**src/rtl/systolic_array_if.sv**
```systemverilog
// -----------------------------------------------------------------------------
// systolic_array_if
// Purpose : bundles the operand/weight/result signals of the weight-stationary
//           systolic MAC array so a controller and the array share one port.
// Signals :
//   wt_en     load every PE weight from wt_flat on this edge
//   valid_in  advance the MAC pipeline on this edge
//   matrix_A  [N_SIZE] x DATAWIDTH, A[i] feeds array row i (caller-skewed)
//   matrix_B  [N_SIZE] x 4*DATAWIDTH, partial-sum seed per column (row 0)
//   wt_flat   [N_SIZE*N_SIZE] x DATAWIDTH, wt_flat[i*N_SIZE+j] -> PE(i,j)
//   matrix_C  [N_SIZE] x 4*DATAWIDTH, registered psum leaving the bottom row
// Modports: master = controller side, slave = array side.
// -----------------------------------------------------------------------------
interface systolic_array_if #(
    parameter int DATAWIDTH = 8,
    parameter int N_SIZE    = 2
);
    logic                                         wt_en;
    logic                                         valid_in;
    logic [N_SIZE-1:0][DATAWIDTH-1:0]             matrix_A;
    logic [N_SIZE-1:0][4*DATAWIDTH-1:0]           matrix_B;
    logic [N_SIZE*N_SIZE-1:0][DATAWIDTH-1:0]      wt_flat;
    logic [N_SIZE-1:0][4*DATAWIDTH-1:0]           matrix_C;

    modport master (
        output wt_en,
        output valid_in,
        output matrix_A,
        output matrix_B,
        output wt_flat,
        input  matrix_C
    );

    modport slave (
        input  wt_en,
        input  valid_in,
        input  matrix_A,
        input  matrix_B,
        input  wt_flat,
        output matrix_C
    );
endinterface

```
**src/rtl/systolic_array.sv**
```systemverilog
// -----------------------------------------------------------------------------
// systolic_array
// Purpose : weight-stationary N_SIZE x N_SIZE signed MAC array. Each input row
//           produces one N-wide output row of C = B + A*W. A[i] is broadcast
//           across array row i, partial sums flow down each column and leave
//           the bottom row as matrix_C (a PE register, no extra logic).
// Ports   :
//   clk    rising-edge clock
//   rst_n  synchronous reset, active HIGH (1 = reset); clears weights and
//          psums and overrides wt_en / valid_in
//   bus    systolic_array_if.slave (wt_en, valid_in, matrix_A, matrix_B,
//          wt_flat in; matrix_C out)
// -----------------------------------------------------------------------------

// -----------------------------------------------------------------------------
// systolic_pe
// Purpose : one processing element: weight register, signed multiply, and
//           psum register accumulating modulo 2^(4*DATAWIDTH).
// Ports   :
//   clk, rst_n  as above (rst_n active high, synchronous)
//   wt_en       load wt_in into the weight register
//   valid_in    update psum with psum_in + a_in*weight
//   a_in        signed activation for this PE's row
//   wt_in       new weight value
//   psum_in     partial sum from the PE above (or matrix_B for row 0)
//   psum_out    registered partial sum to the PE below
// -----------------------------------------------------------------------------
module systolic_pe #(
    parameter int DATAWIDTH = 8
) (
    input  logic                     clk,
    input  logic                     rst_n,
    input  logic                     wt_en,
    input  logic                     valid_in,
    input  logic [DATAWIDTH-1:0]     a_in,
    input  logic [DATAWIDTH-1:0]     wt_in,
    input  logic [4*DATAWIDTH-1:0]   psum_in,
    output logic [4*DATAWIDTH-1:0]   psum_out
);
    logic [DATAWIDTH-1:0]            w_q;
    logic [DATAWIDTH-1:0]            w_d;
    logic [4*DATAWIDTH-1:0]          psum_q;
    logic [4*DATAWIDTH-1:0]          psum_d;
    logic signed [2*DATAWIDTH-1:0]   prod_s;
    logic [4*DATAWIDTH-1:0]          prod_ext_s;

    // Signed product with the currently held weight; when a new weight is
    // loaded on the same edge, this still uses the old one.
    always_comb begin
        prod_s     = $signed(a_in) * $signed(w_q);
        prod_ext_s = {{(2*DATAWIDTH){prod_s[2*DATAWIDTH-1]}}, prod_s};
    end

    // Next-state for the weight register.
    always_comb begin
        w_d = w_q;
        if (wt_en) begin
            w_d = wt_in;
        end else begin
            w_d = w_q;
        end
    end

    // Next-state for the psum register; holds while the pipeline is stalled.
    always_comb begin
        psum_d = psum_q;
        if (valid_in) begin
            psum_d = psum_in + prod_ext_s;
        end else begin
            psum_d = psum_q;
        end
    end

    // Weight and psum registers with synchronous active-high reset.
    always_ff @(posedge clk) begin
        if (rst_n) begin
            w_q    <= {DATAWIDTH{1'b0}};
            psum_q <= {(4*DATAWIDTH){1'b0}};
        end else begin
            w_q    <= w_d;
            psum_q <= psum_d;
        end
    end

    assign psum_out = psum_q;
endmodule

module systolic_array #(
    parameter int DATAWIDTH = 8,
    parameter int N_SIZE    = 2
) (
    input  logic              clk,
    input  logic              rst_n,
    systolic_array_if.slave   bus
);
    // psum_s[i][j] is the registered psum of PE(i,j).
    logic [4*DATAWIDTH-1:0] psum_s [N_SIZE][N_SIZE];

    for (genvar i = 0; i < N_SIZE; i++) begin : g_row
        for (genvar j = 0; j < N_SIZE; j++) begin : g_col
            logic [4*DATAWIDTH-1:0] psum_in_s;

            // Row 0 is seeded from matrix_B, deeper rows from the PE above.
            if (i == 0) begin : g_seed
                assign psum_in_s = bus.matrix_B[j];
            end else begin : g_chain
                assign psum_in_s = psum_s[i-1][j];
            end

            systolic_pe #(
                .DATAWIDTH (DATAWIDTH)
            ) u_pe (
                .clk      (clk),
                .rst_n    (rst_n),
                .wt_en    (bus.wt_en),
                .valid_in (bus.valid_in),
                .a_in     (bus.matrix_A[i]),
                .wt_in    (bus.wt_flat[i*N_SIZE+j]),
                .psum_in  (psum_in_s),
                .psum_out (psum_s[i][j])
            );
        end
    end

    // Output is the bottom-row PE register directly, all columns aligned.
    for (genvar j = 0; j < N_SIZE; j++) begin : g_out
        assign bus.matrix_C[j] = psum_s[N_SIZE-1][j];
    end
endmodule

```
**src/flat_wrapper.sv**
```systemverilog
// flat-port wrapper written by rule: the top's interface ports become plain ports
module systolic_array_flat 
#(
    parameter int DATAWIDTH = 8,
    parameter int N_SIZE    = 2
)
  (clk, rst_n, bus_wt_en, bus_valid_in, bus_matrix_A, bus_matrix_B, bus_wt_flat, bus_matrix_C);
  systolic_array_if #(.DATAWIDTH(DATAWIDTH), .N_SIZE(N_SIZE)) bus_i ();
  input  logic clk;
  input  logic rst_n;
  input wire logic [$bits(bus_i.wt_en)-1:0] bus_wt_en;
  input wire logic [$bits(bus_i.valid_in)-1:0] bus_valid_in;
  input wire logic [$bits(bus_i.matrix_A)-1:0] bus_matrix_A;
  input wire logic [$bits(bus_i.matrix_B)-1:0] bus_matrix_B;
  input wire logic [$bits(bus_i.wt_flat)-1:0] bus_wt_flat;
  output wire logic [$bits(bus_i.matrix_C)-1:0] bus_matrix_C;
  assign bus_i.wt_en = bus_wt_en;
  assign bus_i.valid_in = bus_valid_in;
  assign bus_i.matrix_A = bus_matrix_A;
  assign bus_i.matrix_B = bus_matrix_B;
  assign bus_i.wt_flat = bus_wt_flat;
  assign bus_matrix_C = bus_i.matrix_C;
  systolic_array #(.DATAWIDTH(DATAWIDTH), .N_SIZE(N_SIZE)) u_core (.clk(clk), .rst_n(rst_n), .bus(bus_i));
endmodule
```
**config.mk**
```make
export PLATFORM = sky130hd
export DESIGN_NAME = systolic_array_flat
export DESIGN_NICKNAME = d
export VERILOG_FILES = /design/src/rtl/systolic_array_if.sv /design/src/rtl/systolic_array.sv /design/src/flat_wrapper.sv
export SDC_FILE = /design/constraint.sdc
export NUM_CORES = 1
export LEC_CHECK = 0
export ABC_AREA = 1
export BUFFER_PORTS_ARGS = -buffer_cell sky130_fd_sc_hd__buf_2
export CAP_MARGIN = 10
export CORE_UTILIZATION = 25
export CTS_BUF_LIST = sky130_fd_sc_hd__clkbuf_4 sky130_fd_sc_hd__clkbuf_8 sky130_fd_sc_hd__clkbuf_16
export DETAILED_ROUTE_END_ITERATION = 10
export GPL_ROUTABILITY_DRIVEN = 1
export SYNTH_ARGS = -nofsm -noshare
export SYNTH_HDL_FRONTEND = slang
export SYNTH_SLANG_ARGS = --single-unit
```
**constraint.sdc**
```tcl
create_clock -name clk -period 18.9 [get_ports clk]
set_input_delay 2.835 -clock clk [delete_from_list [all_inputs] [get_ports clk]]
set_output_delay 2.835 -clock clk [all_outputs]
set_load 0.03 [all_outputs]
```
==> results.ini, run 1 <==
[timing]
finClkSkew_ns=0.0183
tns_ns=0
fmax_mhz=115
min_period_ns=8.68
setup_violations=0
fin_crit_sh_pct=45.9
final-hold-violation-count=0
slew_headroom_pct=41.5
rsz0062_at_grt=false
worst_pin_slew_ns=0.878
slew_viol_final=0
timing.final.ws_setup_ns=10.22

[synth]
synth_compound_area_share_pct=11.2
synth_cell_types=39
synthDominantCellAreaShare_pct=18.1
synth_cells=3826
syn_nets=4414
yosysSeqAreaShare_pct=13.0
syn_avg_cell_area_sq_um=6.46
synth_mux_area_share_pct=0
synth_simple_gate_area_share_pct=26.0
synth_xor_area_share_pct=3.40
synthTopCellsByArea=fa_1 (18%), inv_1 (14%), dfxtp_1 (13%)
synth-seq-cells=160
synthAdderAreaFrac_pct=30.7
yosys.area.top_type=fa_1
yosys_warnings=0
synth_top_family_by_area=adder cells
netlist_area_sq_um=24700

[clock_tree]
h-tree-depth=4
cts-root-buf=clkbuf_16
clk_latency_ns=0.50
cts_resized=0
clkTransAtPathRegs_ns=0.08
cts_setup_buffers=0
cts_sinks=160
hold_buffers=0
numCtsBuffers=17
cts_max_path_buffers=2
cts_tree=built

[detailed_routing]
first_pass_iters=6
route.detailed.drc=0
met1Wirelength_mm=37.6
met2_length_mm=33.8
routed_wirelength_mm=78.7
wl_met3_mm=5.18
wl_per_cell_um=15.1
routed-via-count=23475
drt-initial-drc-count=1786
top_layer=met5
via_per_inst=4.50
ant_nets=0

[setup_path]
arrival_ns=9.06
startpoint_type=input pin
r2r-end=u_core.g_row[1].g_col[1].u_pe.psum_out[28]
rrSetupSlack_ns=12.17
critPathSlowestCell=fa_1
criticalPathCategory=in -> reg
required_ns=19.29
critPathBufInv=5
r2r_cells=27
cp_slowest_stage_delay_ns=0.72
r2r-start=u_core.g_row[1].g_col[1].u_pe.w_q[2]
crit_path_end_kind=register
cp_max_fo=19
path_delay_family=adder cells

[grt]
grt_first_pass_wirelength_mm=123
antenna_found_initial=13
grt_usage_pct=15.9
grt_pass1_vias=22607
grt_max_degree=86
grt-ovfl-total=0

[floorplanning]
die_h_um=317
start_util_pct=25.4
num_rows=114
core_area_sq_um=97300
ios=180
die_w_um=317
fp.dieArea_sq_um=100000

[layout]
num-fill-cells=10931
syn2layout_area_growth_pct=11.2
drive_gt1_share_pct=6.51
layout.nets=4510

[placed_design]
place.port_buffers=179
hpwl_mm=66.0
dp_slack_ns=9.73
gp_congestion=0.931

[worst_hold_path]
min_to=u_core.g_row[0].g_col[0].u_pe.psum_out[22]
worstHoldStart=u_core.g_row[0].g_col[0].u_pe.psum_out[22]
holdPathStages=2
hold_path_class=reg -> reg

[status]
status=complete, no violations

[power_and_ir_drop]
ir_drop_v=0.0000690
leakage_uw=0.0160
p_per_area_nw_per_um2=150

[flow_run]
cap_violations=0

tightest hold or removal path: stages (launching register included):
cell and delay (ns):
dfxtp_1 0.34, o211ai_1 0.09, inv_1 0.05
state kept, by name (all words and copies together), names as in the netlist:
name / flops
u_core.g_row.g_col.u_pe.psum_out: 128
u_core.g_row.g_col.u_pe.w_q: 32
per-layer routing:
layer	track usage (%)	up-vias
li1	-	11876
met2	24.8	597
met1	22.1	10886
met3	2.89	106
met4	5.08	10
met5	0	-
per-stage QoR:
step / cell area [sq um] / total power [uW] / instances / hold WS, ns / util, %
CTS: 27500 / 4130 / 5211 / 0.498 / 28.2
floorplan: 24700 / 2770 / 3826 / 0.456 / -
global route: 27500 / 4570 / 5211 / 0.528 / 28.2
finish: 27500 / 4120 / 5214 / 0.499 / 28.3
detailed placement: 26900 / 3720 / 5179 / 0.478 / 27.6
global placement: 26900 / 3710 / 5179 / 0.472 / 27.6
where the power goes:
group	internal, uW	switching [uW]
sequential	432	105
clock	191	187
combinational	1030	2180
kinds of logic (layout without fill, tap and decap cells):
group | Yosys count | in the layout
other | 0 | 3
AND/OR/NAND/NOR | 1567 | 1567
AO/OA/AOI/OAI | 494 | 494
adder cells (fa/ha/maj) | 472 | 472
flip-flops | 160 | 160
XOR/XNOR | 96 | 96
buffers and inverters | 1037 | 1146
how the worst max path moves through the flow:
stage	startpoint	to	slack, ns	depth (start not counted)
floorplan	bus_matrix_A[14]	u_core.g_row[1].g_col[0].u_pe.psum_out[28]	10.65	30
global placement	bus_matrix_A[15]	u_core.g_row[1].g_col[1].u_pe.psum_out[28]	9.76	28
detailed placement	bus_matrix_A[15]	u_core.g_row[1].g_col[1].u_pe.psum_out[28]	9.73	28
CTS	bus_matrix_A[15]	u_core.g_row[1].g_col[1].u_pe.psum_out[28]	10.27	28
global route	bus_matrix_A[15]	u_core.g_row[1].g_col[1].u_pe.psum_out[28]	9.51	28
finish	bus_matrix_A[15]	u_core.g_row[1].g_col[0].u_pe.psum_out[20]	10.22	25
cells in the mapped netlist, drive strengths merged:
cell	n
a31oi	10
clkinv	2
nor3	25
nand2	804
nand3	211
a21boi	15
xor2	71
inv	927
nand4	44
a21o	23
a21oi	179
dfxtp	160
nor4	3
or2	1
o21bai	21
nor3b	1
o211ai	26
clkbuf	95
o21a	1
o21ai	207
xnor2	25
buf	13
o221ai	8
fa	224
nand3b	7
nor2	471
ha	248
a31o	3
o211a	1
cell usage in the layout (no fill, tap or decap), types with 4 or more instances in the layout:
master	instances
inv_6	4
buf_2	177
inv_2	5
a21oi_1	175
a31oi_1	10
xor2_1	71
o21ai_0	179
o21ai_2	4
clkinv_8	4
nor3_1	19
inv_8	4
o221ai_1	8
dfxtp_1	160
nand3b_1	7
nand3_1	206
nand3_2	5
clkbuf_16	17
nor2_1	464
nor3_2	6
nand2_2	7
nand4_1	44
o21bai_1	21
o211ai_1	26
a21oi_2	4
ha_1	248
nand2_1	797
o21ai_1	24
buf_4	7
xnor2_1	25
nor2_2	7
fa_1	224
a21o_1	23
inv_1	923
a21boi_0	14
final cells by class:
cell class,instances,area [sq um],share of cell area [%]
inverter,929,3490,12.7
multi-input combinational,2629,17600,64.1
sequential,160,3200,11.7
tap,1276,1600,5.81
antenna,3,7.51,0.0273
clock inverter,15,191,0.696
clock buffer,17,425,1.55
timing repair buffer,185,950,3.46
Note: power is estimated with default switching activity, not from simulation.
==> run 2: changes to the inputs <==
- clock period: 18.9 -> 7.7 ns (I/O delays scaled with it)
==> results.ini, run 2 (synthesis gave the netlist of run 1 again) <==
[detailed_routing]
ant_nets=0  ; unchanged
wl_per_cell_um=15.2  ; +0.64%
first_pass_iters=6  ; unchanged
route.detailed.drc=0  ; unchanged
routed_wirelength_mm=79.3  ; +0.74%
via_per_inst=4.52  ; +0.35%
drt-initial-drc-count=1692  ; -5.3%
routed-via-count=23580  ; +0.45%

[timing]
setup_violations=0  ; unchanged
min_period_ns=6.84
final-hold-violation-count=0  ; unchanged
finClkSkew_ns=0.0168  ; -0.00147 ns
fmax_mhz=146
fin_crit_sh_pct=88.8
worst_pin_slew_ns=0.968  ; +0.0894 ns
tns_ns=0  ; unchanged
worst_hold_slack_ns=0.484  ; -0.0142 ns
slew_viol_final=0  ; unchanged
rsz0062_at_grt=false
slew_headroom_pct=35.5  ; -6.0 points

[layout]
largest_reg_flops=128  ; unchanged
layout.nets=4515  ; +0.11%
final_area_sq_um=27500  ; +0.15%
syn2layout_area_growth_pct=11.3
drive_gt1_share_pct=6.62  ; +0.12 points
mostFrequentLayoutCell=inv_1
most-common-layout-cells=inv_1 (923), nand2_1 (797), nor2_1 (464), ha_1 (248), fa_1 (224)

[clock_tree]
h-tree-depth=4  ; unchanged
cts_tree=built
cts_resized=0  ; unchanged
cts-root-buf=clkbuf_16
clk_latency_ns=0.50  ; about the same
cts_sinks=160  ; unchanged
numCtsBuffers=17  ; unchanged
hold_buffers=0  ; unchanged
cts_setup_buffers=0  ; unchanged
clkTransAtPathRegs_ns=0.09  ; about the same
cts_max_path_buffers=2  ; unchanged

[floorplanning]
die_w_um=317  ; unchanged
fp.dieArea_sq_um=100000  ; unchanged
start_util_pct=25.4  ; unchanged
num_rows=114  ; unchanged
ios=180  ; unchanged
core_area_sq_um=97300  ; unchanged
die_h_um=317  ; unchanged

[grt]
grt-ovfl-total=0  ; unchanged
grt_max_degree=89  ; +3.5%
grt_pass1_vias=22734  ; +0.56%
grt_first_pass_wirelength_mm=124  ; +0.84%
antenna_found_initial=9  ; -4
grt_usage_pct=15.9  ; about the same

[setup_path]
cp_max_fo=16  ; -3
arrival_ns=7.24  ; -1.82 ns
critPathBufInv=7  ; +2
r2r_cells=28  ; +3.7%
required_ns=8.10  ; -11.19 ns
criticalPathCategory=in -> reg
startpoint_type=input pin
worst-path-stages=28  ; +12%
crit_path_end_kind=register
cp_slowest_stage_delay_ns=0.65  ; -0.07 ns
path_delay_family=adder cells
critPathSlowestCell=fa_1
rrSetupSlack_ns=1.16  ; -11.01 ns

[placed_design]
hpwl_mm=66.2  ; +0.34%
gp_congestion=0.926  ; -0.61%
place.port_buffers=179  ; unchanged
dpl_cell_area_sq_um=26900  ; +0.14%

[power_and_ir_drop]
total_power_uw=10200  ; +150%
p_per_area_nw_per_um2=369  ; +150%
leakage_uw=0.0161  ; +0.18%
ir_drop_v=0.000163  ; +140%

[flow_run]
cap_violations=0  ; unchanged

[worst_hold_path]
hold_path_class=reg -> reg
holdPathStages=2  ; unchanged

[status]
status=complete, no violations

-- run 2: cell type report --
cell class / instances / area [sq um]
Tap cell: 1276 / 1600
Fill cell: 10878 / 69800
Sequential cell: 160 / 3200
Multi-Input combinational cell: 2629 / 17600
Antenna cell: 3 / 7.51
Inverter: 929 / 3490
Clock buffer: 17 / 425
Timing Repair Buffer: 190 / 987
Clock inverter: 15 / 194
-- run 2: final timing paths --
check,start,to
setup reg to reg,u_core.g_row[1].g_col[0].u_pe.w_q[2],u_core.g_row[1].g_col[0].u_pe.psum_out[28]
hold reg to reg,u_core.g_row[1].g_col[1].u_pe.psum_out[22],u_core.g_row[1].g_col[1].u_pe.psum_out[22]
setup / recovery,bus_matrix_A[15],u_core.g_row[1].g_col[1].u_pe.psum_out[31]
hold / removal,u_core.g_row[1].g_col[1].u_pe.psum_out[22],u_core.g_row[1].g_col[1].u_pe.psum_out[22]
-- run 2: worst min-delay path, delay by kind of cell (launching register included) --
kind,cells,cell delay (ns)
AO/OA/AOI/OAI,1,0.08
flip-flops,1,0.33
buffers and inverters,1,0.05
-- run 2: through the flow --
| step | util, % | std cells | worst slack [ns] |
|---|---|---|---|
| finish | 28.3 | 5219 | 0.863 |
| global route | 28.3 | 5216 | 0.302 |
| CTS | 28.3 | 5216 | 0.913 |
| detailed placement | 27.7 | 5184 | 0.399 |
| global placement | 27.7 | 5184 | 0.455 |
| floorplan | - | 3826 | 1.13 |
-- run 2: per-layer routing --
| metal | share of wire, % | global-route usage [%] | vias up | wire length, um |
|---|---|---|---|---|
| li1 | - | - | 11873 | - |
| met1 | 49 | 22.2 | 11075 | 38600 |
| met2 | 44 | 25.4 | 541 | 34700 |
| met3 | 6.0 | 3.09 | 79 | 4750 |
| met4 | 1.5 | 3.25 | 12 | 1210 |
| met5 | 0.084 | 0 | - | 67 |
-- run 2: report_power, final --
| group | switching, uW | internal, uW |
|---|---|---|
| logic | 5370 | 2540 |
| clock network | 452 | 495 |
| registers | 245 | 1060 |
